$ cat src/rtl/uart_pkg.sv
// Shared UART definitions.
// Holds the receiver state encoding (also used by the transmitter) and the
// oversampling constants derived from the 16x baud tick.
package uart_pkg;

  localparam int unsigned OVERSAMPLE     = 16;
  // Tick index at the middle of a bit period, counted from the detected edge.
  localparam int unsigned OVERSAMPLE_MID = OVERSAMPLE / 2 - 1;

  typedef enum logic [2:0] {
    StIdle,
    StStart,
    StData,
    StParity,
    StStop
  } uart_rx_state_t;

endpackage

$ cat src/rtl/sync_2ff.sv
// Two-flop synchronizer for asynchronous inputs.
// Ports:
//   clk_i - destination clock
//   rst_i - synchronous active-high reset; both stages load ResetVal
//   d_i   - asynchronous input
//   q_o   - synchronized output (two clocks of latency)
module sync_2ff #(
  parameter int unsigned       Width    = 1,
  parameter logic [Width-1:0] ResetVal = '0
) (
  input  logic             clk_i,
  input  logic             rst_i,
  input  logic [Width-1:0] d_i,
  output logic [Width-1:0] q_o
);

  logic [Width-1:0] meta_q;
  logic [Width-1:0] sync_q;

  always_ff @(posedge clk_i) begin
    if (rst_i) begin
      meta_q <= ResetVal;
      sync_q <= ResetVal;
    end else begin
      meta_q <= d_i;
      sync_q <= meta_q;
    end
  end

  assign q_o = sync_q;

endmodule

$ cat src/rtl/uart_rx_deser.sv
// Oversampling UART receiver feeding the RX FIFO.
// Synchronizes rx, confirms the start bit at mid-bit, samples every data bit at
// mid-period from the 16x s_tick, optionally checks parity, and strobes each word.
// Ports:
//   clk          - system clock
//   reset        - synchronous active-high reset; drops any partial word
//   s_tick       - one-cycle pulse at 16x the baud rate
//   rx           - asynchronous serial line, idles high
//   rx_done_tick - one-cycle strobe when a word (errored or not) completes
//   dout         - received word, held until the next strobe
//   frame_err    - stop bit sampled low, valid with and held after the strobe
//   parity_err   - parity mismatch, valid with and held after the strobe
//   busy         - receiver is inside a frame
module uart_rx_deser
  import uart_pkg::*;
#(
  parameter int unsigned DBIT       = 8,
  parameter int unsigned SB_TICK    = 16,
  parameter int unsigned PARITY_EN  = 0,
  parameter int unsigned PARITY_ODD = 0
) (
  input  logic            clk,
  input  logic            reset,
  input  logic            s_tick,
  input  logic            rx,
  output logic            rx_done_tick,
  output logic [DBIT-1:0] dout,
  output logic            frame_err,
  output logic            parity_err,
  output logic            busy
);

  // Tick counter must hold SB_TICK-1 (up to 31 for two stop bits).
  localparam int unsigned SW = ($clog2(SB_TICK) > 4) ? $clog2(SB_TICK) : 4;
  localparam int unsigned NW = (DBIT > 1) ? $clog2(DBIT) : 1;

  localparam logic [SW-1:0] SMid  = SW'(OVERSAMPLE_MID);
  localparam logic [SW-1:0] SLast = SW'(OVERSAMPLE - 1);
  localparam logic [SW-1:0] SStop = SW'(SB_TICK - 1);
  localparam logic [NW-1:0] NLast = NW'(DBIT - 1);

  localparam logic ParEn  = (PARITY_EN != 0);
  localparam logic ParOdd = (PARITY_ODD != 0);

  logic rx_s;

  sync_2ff #(
    .Width    (1),
    .ResetVal (1'b1)
  ) u_rx_sync (
    .clk_i (clk),
    .rst_i (reset),
    .d_i   (rx),
    .q_o   (rx_s)
  );

  uart_rx_state_t  state_q, state_d;
  logic [SW-1:0]   s_q, s_d;
  logic [NW-1:0]   n_q, n_d;
  logic [DBIT-1:0] b_q, b_d;
  logic            p_q, p_d;
  logic [DBIT-1:0] dout_q, dout_d;
  logic            fe_q, fe_d;
  logic            pe_q, pe_d;
  logic            done_q, done_d;
  logic            busy_q, busy_d;

  always_comb begin
    state_d = state_q;
    s_d     = s_q;
    n_d     = n_q;
    b_d     = b_q;
    p_d     = p_q;
    dout_d  = dout_q;
    fe_d    = fe_q;
    pe_d    = pe_q;
    done_d  = 1'b0;

    unique case (state_q)
      StIdle: begin
        // Start edge is watched every clock, not only on s_tick.
        if (!rx_s) begin
          state_d = StStart;
          s_d     = '0;
        end
      end
      StStart: begin
        if (s_tick) begin
          if (s_q == SMid) begin
            if (!rx_s) begin
              state_d = StData;
              s_d     = '0;
              n_d     = '0;
            end else begin
              state_d = StIdle;  // line went high again: glitch
            end
          end else begin
            s_d = s_q + 1'b1;
          end
        end
      end
      StData: begin
        if (s_tick) begin
          if (s_q == SLast) begin
            s_d = '0;
            b_d = {rx_s, b_q[DBIT-1:1]};
            if (n_q == NLast) begin
              state_d = ParEn ? StParity : StStop;
            end else begin
              n_d = n_q + 1'b1;
            end
          end else begin
            s_d = s_q + 1'b1;
          end
        end
      end
      StParity: begin
        if (s_tick) begin
          if (s_q == SLast) begin
            p_d     = rx_s;
            s_d     = '0;
            state_d = StStop;
          end else begin
            s_d = s_q + 1'b1;
          end
        end
      end
      StStop: begin
        if (s_tick) begin
          if (s_q == SStop) begin
            state_d = StIdle;
            dout_d  = b_q;
            fe_d    = ~rx_s;
            pe_d    = ParEn & ((^b_q ^ p_q) != ParOdd);
            done_d  = 1'b1;
          end else begin
            s_d = s_q + 1'b1;
          end
        end
      end
      default: state_d = StIdle;
    endcase

    busy_d = (state_d != StIdle);
  end

  always_ff @(posedge clk) begin
    if (reset) begin
      state_q <= StIdle;
      s_q     <= '0;
      n_q     <= '0;
      b_q     <= '0;
      p_q     <= 1'b0;
      dout_q  <= '0;
      fe_q    <= 1'b0;
      pe_q    <= 1'b0;
      done_q  <= 1'b0;
      busy_q  <= 1'b0;
    end else begin
      state_q <= state_d;
      s_q     <= s_d;
      n_q     <= n_d;
      b_q     <= b_d;
      p_q     <= p_d;
      dout_q  <= dout_d;
      fe_q    <= fe_d;
      pe_q    <= pe_d;
      done_q  <= done_d;
      busy_q  <= busy_d;
    end
  end

  assign rx_done_tick = done_q;
  assign dout         = dout_q;
  assign frame_err    = fe_q;
  assign parity_err   = pe_q;
  assign busy         = busy_q;

endmodule
$ cat config.mk
export PLATFORM = sky130hd
export DESIGN_NAME = uart_rx_deser
export DESIGN_NICKNAME = d
export VERILOG_FILES = /design/src/rtl/uart_pkg.sv /design/src/rtl/sync_2ff.sv /design/src/rtl/uart_rx_deser.sv
export SDC_FILE = /design/constraint.sdc
export NUM_CORES = 1
export LEC_CHECK = 0
export CAP_MARGIN = 20
export CORE_MARGIN = 2
export CORE_UTILIZATION = 59
export CTS_CLUSTER_DIAMETER = 80
export DETAILED_ROUTE_END_ITERATION = 16
export HOLD_SLACK_MARGIN = 0.15
export PLACE_DENSITY = 0.83
export SETUP_SLACK_MARGIN = 0.15
export SLEW_MARGIN = 20
export SYNTH_ARGS = -nofsm -noshare
export SYNTH_HDL_FRONTEND = slang
export SYNTH_HIERARCHICAL = 1
export SYNTH_SLANG_ARGS = --single-unit
$ cat constraint.sdc
create_clock -name clk -period 3.78 [get_ports clk]
set_input_delay 0.945 -clock clk [delete_from_list [all_inputs] [get_ports clk]]
set_output_delay 0.945 -clock clk [all_outputs]
set_load 0.005 [all_outputs]
# == After elaboration in Yosys (flattened, before gate mapping) ==
# Cells that the tools add are included.
# word_totals
latch_bits,0
mem_bits_rw,0
mem_count,0
out_inout_bits,12
register_bits,31
word_cells,69
mem_bits_ro,0
# classes
n_mul,0
add_sub_neg,2
shifts,0
reduce_logical,10
bitwise,3
n_eq_ne,16
div_mod_pow,0
n_mux,28
order_cmp,0
# op_table
cell,count
3-bit two-way mux,16
4-bit two-way mux,7
"2-bit != test, second input constant",8
4-bit one-hot mux with 4 select lines,1
3-bit one-hot mux with 5 select lines,1
7-bit AND reduction,1
"3-bit by 2-bit equality test with 1-bit output, second input constant",2
"3-bit equality test, second input constant",2
3-bit one-hot mux with 2 select lines,1
3-bit AND reduction,2
5-bit AND reduction,1
"4-bit by 1-bit adder with 4-bit output, second input constant",1
"4-bit by 3-bit equality test with 1-bit output, second input constant",1
"4-bit equality test, second input constant",1
4-bit nonzero test,1
"3-bit by 1-bit adder with 3-bit output, second input constant",1
"3-bit by 1-bit equality test with 1-bit output, second input constant",1
3-bit zero test,1
1-bit inverter,3
3-bit nonzero test,1
3-bit OR reduction,1
2-bit two-way mux,1
"2-bit by 1-bit != test with 1-bit output, second input constant",1
2-bit nonzero test,1
2 further kinds,2

# == Longest topological paths before layout ==
# logic_depth
ltp_word,6
mapped_depth,6

# == Cells and area by module ==
# The synthesis kept the hierarchy.
# modules_own_cells
module,seq_area_each_um2,cells_each,area_each_um2,n_inst
uart_rx_deser,580.6,160,1438.9,1
sync_2ff,40.0,4,52.6,1

# == Least setup slack after synthesis ==
# OpenSTA, ideal clock, no wires.
# synth_path
path_type,input to register
from,input port s_tick
to,"register dout_q[0], in the netlist dout[0]"
slack_ns,1.754
cell_stages,6
arrival_time_ns,1.898
n_path_buf,2
path_cell_list,buf_2 nand4_4 and2b_1 buf_6 mux2i_1 nor2_1
# synth_between
elab_chain_cells,1
# synth_lines
element,line_no,source
from (decl),uart_rx_deser.sv:24,"input logic s_tick,"
3-bit AND reduction (no line),n/a,
to (signal assigned),uart_rx_deser.sv:165,dout_q <= dout_d;
to (decl),uart_rx_deser.sv:62,"logic [DBIT-1:0] dout_q, dout_d;"
# Every way passes these cells.
# A chain may end at the register's enable or synchronous reset.

# == Worst setup path after layout ==
# layout_path
from,input port s_tick
to,"register dout_q[3], in the netlist dout[3]"
# The elaborated chain is that of the path after synthesis.

==> results.json <==
{
  "synthFlopType": "dfxtp_1",
  "cp.required_ns": 4.00,
  "via_per_inst": 5.96,
  "portBuffers": 14,
  "cts_tree": "done",
  "drc_errors": 0,
  "ys_seq_area_share_pct": 41.6,
  "tightest_slew_ns": 0.556,
  "synth_edf_count": 0,
  "htree_levels": 2,
  "max_slew_margin_pct": 62.9,
  "grt_usage_pct": 23.2,
  "clkTransAtPathRegs_ns": 0.09,
  "cts-root-buf": "clkbuf_4",
  "drive_gt1_share_pct": 6.86,
  "timing.final.crit_share_pct": 66.4,
  "ios": 16,
  "grt_first_pass_wirelength_um": 4770,
  "final_hold_viol_count": 0,
  "fillers": 203,
  "endpoint_kind": "flip-flop",
  "antenna_found_initial": 0,
  "fmax_mhz": 399,
  "crit_arrival_ns": 2.73,
  "netlist_area_um2": 1490,
  "die-height_um": 54.3,
  "rows": 18,
  "rsz0062_at_grt": "false",
  "yosysUniqueCellTypes": 42,
  "ff_latch_area_um2": 621,
  "ctsResizeCount": 0,
  "status": "completed",
  "num_vias": 1221,
  "dieArea_um2": 2950,
  "clkLatencyLatePin_ns": 0.34,
  "syn_to_final_growth_pct": 12.8,
  "hold_ws_ns": 0.410,
  "hold_class": "reg -> reg",
  "place_congestion": 0.929,
  "final_nets": 182,
  "maxCapViolCount": 0,
  "grt_start_max_net_pins": 24,
  "power.density_nw_per_um2": 359,
  "place_area_um2": 1610,
  "cts_sinks": 31,
  "multi_input_area_um2": 795,
  "worstSetupPathType": "in -> reg",
  "final_cell_mix": "dfxtp_1, nor2_1, mux2i_1, clkdlybuf4s50_1",
  "clockBufferDepth": 2,
  "postCtsSetupRepairBufs": 0,
  "mostFrequentLayoutCell": "dfxtp_1",
  "power_uw": 605,
  "syn_inst": 164,
  "setup_viol": 0,
  "synthArstFlopShare_pct": 0,
  "drt_first_pass_iters": 4,
  "fin_area_um2": 1680,
  "dpl.hpwl_um": 1970,
  "vdd.ir_drop.worst_mv": 0.303,
  "syn_nets": 171,
  "startpoint_type": "input pin",
  "routedWlPerCell_um": 14.2,
  "grt_pass1_vias": 1067,
  "numCtsBuffers": 5,
  "cellLeakagePower_uw": 0.000648,
  "cp_max_fo": 11,
  "num_antenna_cells": 0,
  "report.final.slew_viol_count": 0,
  "routed_wl_um": 2920,
  "avgSynthCellArea_um2": 9.09,
  "start_util_pct": 61.3,
  "cts_hold_buf": 0,
  "drt_iter0_drc": 35,
  "grt-ovfl-total": 0,
  "die_x_um": 54.3,
  "core-area_um2": 2430,
  "finalClockSkew_ns": 0.0114,
  "ant_nets": 0,
  "ys_warn_count": 6,
  "setup-tns-final_ns": 0,
  "synth-seq-cells": 31,
  "fin_crit_ns": 2.51
}
-- area by class of cell --
type | count | area share (%)
clock buffer | 6 | 2.45
inverter | 3 | 0.669
tap | 30 | 2.23
timing repair buffer | 15 | 8.77
sequential | 31 | 36.9
clock inverter | 1 | 1.78
multi-input combinational | 119 | 47.2
-- stage by stage --
stage	util [%]	cells	worst slack (ns)
global placement	66.3	198	1.02
global route	69.2	205	1.17
CTS	69.2	205	1.29
finish	69.2	205	1.27
floorplan	-	164	1.75
detailed placement	66.3	198	0.943
-- worst paths after layout --
path                                        from            end  slack (ns)  cells past startpoint
worst min-delay path            u_rx_sync/meta_q  u_rx_sync/q_o        0.41                      1
worst max-delay path                      s_tick        dout[3]        1.27                      5
worst max register to register        state_q[2]        dout[3]        1.79                      4
worst min register to register  u_rx_sync/meta_q  u_rx_sync/q_o        0.41                      1
-- synth_stat cells (2+ instances only) --
| library cell | instances | share of area [%] |
|---|---|---|
| a21oi_1 | 3 | 1.0 |
| a22oi_1 | 2 | 1.0 |
| a31oi_1 | 4 | 1.7 |
| and2_1 | 2 | 0.84 |
| and3_1 | 2 | 0.84 |
| buf_2 | 4 | 1.3 |
| buf_6 | 2 | 1.5 |
| clkbuf_1 | 3 | 0.75 |
| dfxtp_1 | 31 | 42 |
| ha_1 | 3 | 2.5 |
| inv_1 | 3 | 0.75 |
| mux2i_1 | 19 | 13 |
| nand2_1 | 9 | 2.3 |
| nand2b_1 | 4 | 1.7 |
| nand3_1 | 3 | 1.0 |
| nor2_1 | 27 | 6.8 |
| nor2b_1 | 2 | 0.84 |
| nor3_1 | 4 | 1.3 |
| nor3b_1 | 2 | 1.0 |
| o211ai_1 | 2 | 1.0 |
| o21ai_0 | 9 | 3.0 |
| o22ai_1 | 3 | 1.3 |
| or2_1 | 2 | 0.84 |
-- routing by layer --
| metal | track usage (%) | wire length, um |
|---|---|---|
| met1 | 29.9 | 1270 |
| met2 | 33.9 | 1400 |
| met3 | 8.47 | 178 |
| met4 | 12.1 | 70 |
| met5 | 0 | 0 |
-- flip-flops by register name (all words and copies together), names as in the netlist --
name and cells:
dout 8, frame_err 1, state_q 3, u_rx_sync/meta_q 1, s_q 4, rx_done_tick 1
busy 1, b_q 8, u_rx_sync/q_o 1, n_q 3
-- report_power, final --
part | total (uW) | internal, uW | leakage, uW | switching [uW]
clock network | 248 | 136 | 0.0000383 | 112
registers | 333 | 329 | 0.000250 | 4.04
logic | 24.2 | 10.1 | 0.000359 | 14.1
-- cells by family (layout without fill, tap and decap cells) --
kind of cell             Yosys count  after routing  share of synthesized area (%)
AO/OA/AOI/OAI                     29             29                           12.7
adder cells (fa/ha/maj)            3              3                           2.52
buffers and inverters             14             25                           5.12
flip-flops                        31             31                           41.6
multiplexers                      19             19                           12.8
other                              1              1                          0.251
AND/OR/NAND/NOR                   67             67                           25.1
-- worst max-delay path, stage by stage --
cell and delay, ns:
clkdlybuf4s50_1 0.66, nand4_4 0.20, and2b_1 0.61, mux2i_1 0.26, nor2_1 0.06
(Power assumes the default switching activity.)
==> variant 1 (config.mk and constraints unchanged) <==
Change the parameter `PARITY_EN` from 0 to 1.
--- a/src/rtl/uart_rx_deser.sv
+++ b/src/rtl/uart_rx_deser.sv
@@ -16,7 +16,7 @@
 #(
   parameter int unsigned DBIT       = 8,
   parameter int unsigned SB_TICK    = 16,
-  parameter int unsigned PARITY_EN  = 0,
+  parameter int unsigned PARITY_EN  = 1,
   parameter int unsigned PARITY_ODD = 0
 ) (
   input  logic            clk,
Function: same outputs for any inputs over 10 cycles, from zero or initial values and one cycle with reset high; that may be too few to reach the edited logic, so the function may still have changed.
==> variant 1 against the original RTL <==
- clock skew fell by 0.0033 ns
- total power fell by 5.4%
- worst setup slack got worse by 0.15 ns
- sequential cell count rose by 2
- routed wire length rose by 5.1%
- synthesized area rose by 2.9%
- clock power fell by 21%
- sequential share of layout area rose by 1.1 points
- utilization rose by 1.1 points
- die area rose by 2.7%
- sequential power rose by 6.0%
- count of clock-buffer cells in the layout fell by 1
- first-iteration DRC count rose by 5.7%
- final area rose by 3.4%
- critical path type unchanged
- highest routed layer unchanged
==> variant 1: results (changes against the original RTL) <==
[status]
outcome=finished clean  ; unchanged

[setup_path]
timing.rr.end=n_q[1]  ; was dout[3]
path_max_fanout=13  ; was 11
timing.rr.start=state_q[1]  ; was state_q[2]
r2r_slack_ns=1.58  ; was 1.79 ns
cp_data_arrival_time_ns=2.92  ; was 2.73 ns

[grt]
grt_use_total_pct=23.4  ; was 23.2%
grt_max_degree=26  ; was 24
grt_pass1_wl_um=4890  ; was 4770 um
grt_pass1_vias=1133  ; was 1067

[placement]
numPortBuffers=15  ; was 14
dpl_cell_area_mm2=0.00169  ; was 0.00161 mm2
post-dp-hpwl_um=2090  ; was 1970 um
gp_congestion=0.861  ; was 0.929

[hold_path]
hp-class=reg2reg  ; unchanged
worstHoldStart=u_rx_sync/meta_q  ; unchanged

[power_and_ir_drop]
net-switching-power_w=0.000142  ; was 0.000130 W
peakVddDrop_uv=302  ; was 303 uV
p_leak_nw=0.585  ; was 0.648 nW

[synth]
synth_cell_types=40  ; was 42
synth_area_leaders=dfxtp_1 43%, a21oi_1 8.1%, nand2_1 7.6%  ; was dfxtp_1 42%, mux2i_1 13%, nor2_1 6.8%
synth-seq-area-share_pct=43.0  ; was 41.6%
ys.flop_type=dfxtp_1  ; unchanged
async_reset_ff_share_pct=0  ; unchanged
synth_nets=191  ; was 171
netlist_top_cells_count=33 x dfxtp_1, 31 x nand2_1, 25 x a21oi_1  ; was 31 x dfxtp_1, 27 x nor2_1, 19 x mux2i_1

[timing]
fin_worst_skew_ns=0.00813  ; was 0.0114 ns
holdWs_ns=0.425  ; was 0.410 ns
relSlewSlack_pct=42.8  ; was 62.9%

[drt]
drtIter0Drc=37  ; was 35
wl_per_cell_um=13.6  ; was 14.2 um
viasPerCell=6.03  ; was 5.96
drtPass1Iterations=4  ; unchanged

[finish]
nets=202  ; was 182
n_fill_cell=220  ; was 203
drive_gt1_share_pct=5.61  ; was 6.86%
diodes=0  ; unchanged

[run]
drv_cap=0  ; unchanged

[cts]
cts_setup_buffers=0  ; unchanged
worstSkewPairLatency_ns=0.35
post_cts_resize_count=0  ; unchanged
cts_root_buffer=clkbuf_4  ; unchanged
clk_pin_slew_ns=0.10

[variant 1: final cells by class]
| cell class | count | area (um2) | share of cell area, % |
|---|---|---|---|
| Clock buffer | 5 | 37.5 | 2.16 |
| Clock inverter | 3 | 17.5 | 1.01 |
| Inverter | 4 | 15.0 | 0.863 |
| Multi-Input combinational cell | 135 | 815 | 46.8 |
| Sequential cell | 33 | 661 | 38.0 |
| Tap cell | 30 | 37.5 | 2.16 |
| Timing Repair Buffer | 16 | 158 | 9.06 |
[variant 1: per-stage QoR]
| step | total power, W | setup WS (ns) | util [%] | instances |
|---|---|---|---|---|
| 6_report | 0.000572 | 1.12 | 70.3 | 226 |
| 3_3_place_gp | 0.000383 | 0.879 | 68.0 | 218 |
| 3_5_place_dp | 0.000384 | 0.778 | 68.0 | 218 |
| 2_1_floorplan | 0.000375 | 1.60 | - | 184 |
| 4_1_cts | 0.000574 | 1.13 | 70.3 | 226 |
| 5_1_grt | 0.000596 | 0.897 | 70.3 | 226 |
[variant 1: logic make-up (layout without fill, tap and decap cells)]
logic type	count (synthesis)	in the layout	share of synthesized area, %
multiplexers	2	2	1.30
AO/OA/AOI/OAI	56	56	21.7
AND/OR/NAND/NOR	67	67	21.8
adder cells (fa/ha/maj)	3	3	2.45
buffers and inverters	16	28	3.91
flip-flops	33	33	43.0
XOR/XNOR	7	7	5.79
[variant 1: power by group through the flow]
stage | logic (W) | clock network [W] | registers (W)
2_1_floorplan | 0.0000157 | 0 | 0.000360
3_3_place_gp | 0.0000220 | 0 | 0.000361
3_5_place_dp | 0.0000226 | 0 | 0.000361
4_1_cts | 0.0000229 | 0.000198 | 0.000353
5_1_grt | 0.0000253 | 0.000216 | 0.000354
6_report | 0.0000231 | 0.000195 | 0.000353
[variant 1: how the worst max path moves through the flow]
stage / from / to / slack, ns / depth (start not counted)
3_3_place_gp: s_tick / parity_err / 0.88 / 5
5_1_grt: s_tick / parity_err / 0.90 / 5
4_1_cts: s_tick / parity_err / 1.13 / 5
2_1_floorplan: s_tick / busy / 1.60 / 5
6_report: s_tick / parity_err / 1.12 / 5
3_5_place_dp: s_tick / parity_err / 0.78 / 5
[variant 1: critical path, stage by stage]
cell and delay, ns:
clkdlybuf4s50_1 0.65, nand4_1 0.43, nor2_1 0.56, nand2_1 0.10
o311ai_1 0.24
[variant 1: routing by layer]
layer	track usage [%]	vias up	part of all wire (%)
met3	8.60	12	5.8
met4	14.2	0	3.0
li1	-	677	-
met2	37.3	48	47
met5	0	-	0
met1	26.4	625	44
==> variant 2 (same settings) <==
Made on the original files. Make the reset (`reset` and `rst_i`) asynchronous in 2 clocked blocks. Comments in the files are not updated.
--- a/src/rtl/sync_2ff.sv
+++ b/src/rtl/sync_2ff.sv
@@ -17,7 +17,7 @@
   logic [Width-1:0] meta_q;
   logic [Width-1:0] sync_q;
 
-  always_ff @(posedge clk_i) begin
+  always_ff @(posedge clk_i or posedge rst_i) begin
     if (rst_i) begin
       meta_q <= ResetVal;
       sync_q <= ResetVal;
--- a/src/rtl/uart_rx_deser.sv
+++ b/src/rtl/uart_rx_deser.sv
@@ -144,7 +144,7 @@
     busy_d = (state_d != StIdle);
   end
 
-  always_ff @(posedge clk) begin
+  always_ff @(posedge clk or posedge reset) begin
     if (reset) begin
       state_q <= StIdle;
       s_q     <= '0;
Check against the original RTL: differs if reset is asserted again (counterexample within 4 cycles, from zero or initial values and one cycle with reset high); with reset held inactive, the same outputs for 10 cycles.
==> variant 2 against the original RTL <==
- synthesized area fell by 0.34%
- first-iteration DRC count is 89% lower
- die area shrank 0.29%
- non-clock buffer count stayed put
- cell count down 17%
- worst setup slack worse by 0.056 ns
- final area shrank 0.30%
- sequential cell count is the same
- routed wire length is 13% lower
- clock skew fell by 0.0061 ns
- critical endpoint is now b_q[3]
- largest cell class is now sequential cells
Power is not compared: it rests on default switching activity, and its combinational part moved more than twofold at a synthesized area within 25%.
==> variant 2: results (changes against the original RTL) <==
[synth]
async_reset_ff_share_pct=100  ; was 0%
synth_cell_types=39  ; was 42
synth_xor_area_share_pct=1.77  ; was 0%
synth-seq-area-share_pct=52.4  ; was 41.6%
synth_compound_area_share_pct=9.18  ; was 12.7%
syn_area_per_cell_um2=11.9  ; was 9.09 um2
synth_area_leaders=dfrtp_1 49%, mux2_2 12%, dfstp_2 3.5%  ; was dfxtp_1 42%, mux2i_1 13%, nor2_1 6.8%
synth_nets=132  ; was 171

[timing]
worst_pin_slew_ns=0.631  ; was 0.556 ns
fin_worst_skew_ns=0.00527  ; was 0.0114 ns

[drt]
drtIter0Drc=4  ; was 35
viasPerCell=5.71  ; was 5.96
wl_per_cell_um=15.0  ; was 14.2 um

[hold_path]
hold_depth=0  ; was 1
min_to=u_rx_sync/q_o  ; unchanged

[finish]
clockNetworkAreaShare_pct=4.33  ; was 4.24%
drive_gt1_share_pct=25.7  ; was 6.86%
buf_share_pct=8.80  ; was 8.77%
n_fill_cell=179  ; was 203
n_all_inverters=7  ; was 3
multi_input_area_share_pct=36.7  ; was 47.2%
nets=146  ; was 182
clkbuf_count=7  ; was 6

[setup_path]
r2r_slack_ns=1.82  ; was 1.79 ns
cp_data_arrival_time_ns=2.78  ; was 2.73 ns
critical_path.max_stage_delay_ns=0.69  ; was 0.66 ns

[placement]
gp_congestion=0.884  ; was 0.929

[grt]
grt_use_total_pct=20.9  ; was 23.2%
grt_pass1_vias=929  ; was 1067
grt_pass1_wl_um=4160  ; was 4770 um

[status]
outcome=finished clean  ; unchanged

variant 2: cell types whose count changed after synthesis, moves of 4 or more:
| cell | change |
|---|---|
| inv_1 | +4 |
| dfxtp_1 | -31 |
| a31oi_1 | -4 |
| dfrtp_1 | +29 |
| mux2i_1 | -17 |
| nand2_1 | -4 |
| mux2_2 | +16 |
| nor2_1 | -17 |
| nand2b_1 | -4 |
variant 2: per-stage QoR:
stage	power (W)	worst slack, ns	hold WS [ns]	util, %	cell area (um2)
after floorplan	0.000656	1.81	0.345	-	1490
after global placement	0.000672	0.952	0.348	66.0	1610
after detailed placement	0.000685	0.869	0.356	66.0	1610
after CTS	0.000904	1.23	0.369	69.0	1680
after global routing	0.000962	1.10	0.373	69.0	1680
final	0.000902	1.22	0.367	69.0	1680
variant 2: per-layer routing:
metal / up-vias / global-route usage [%] / wire, um
met5: - / 0 / 0
met4: 0 / 9.58 / 41
met3: 6 / 6.11 / 99
met2: 19 / 31.5 / 1250
met1: 476 / 27.7 / 1160
li1: 469 / - / -
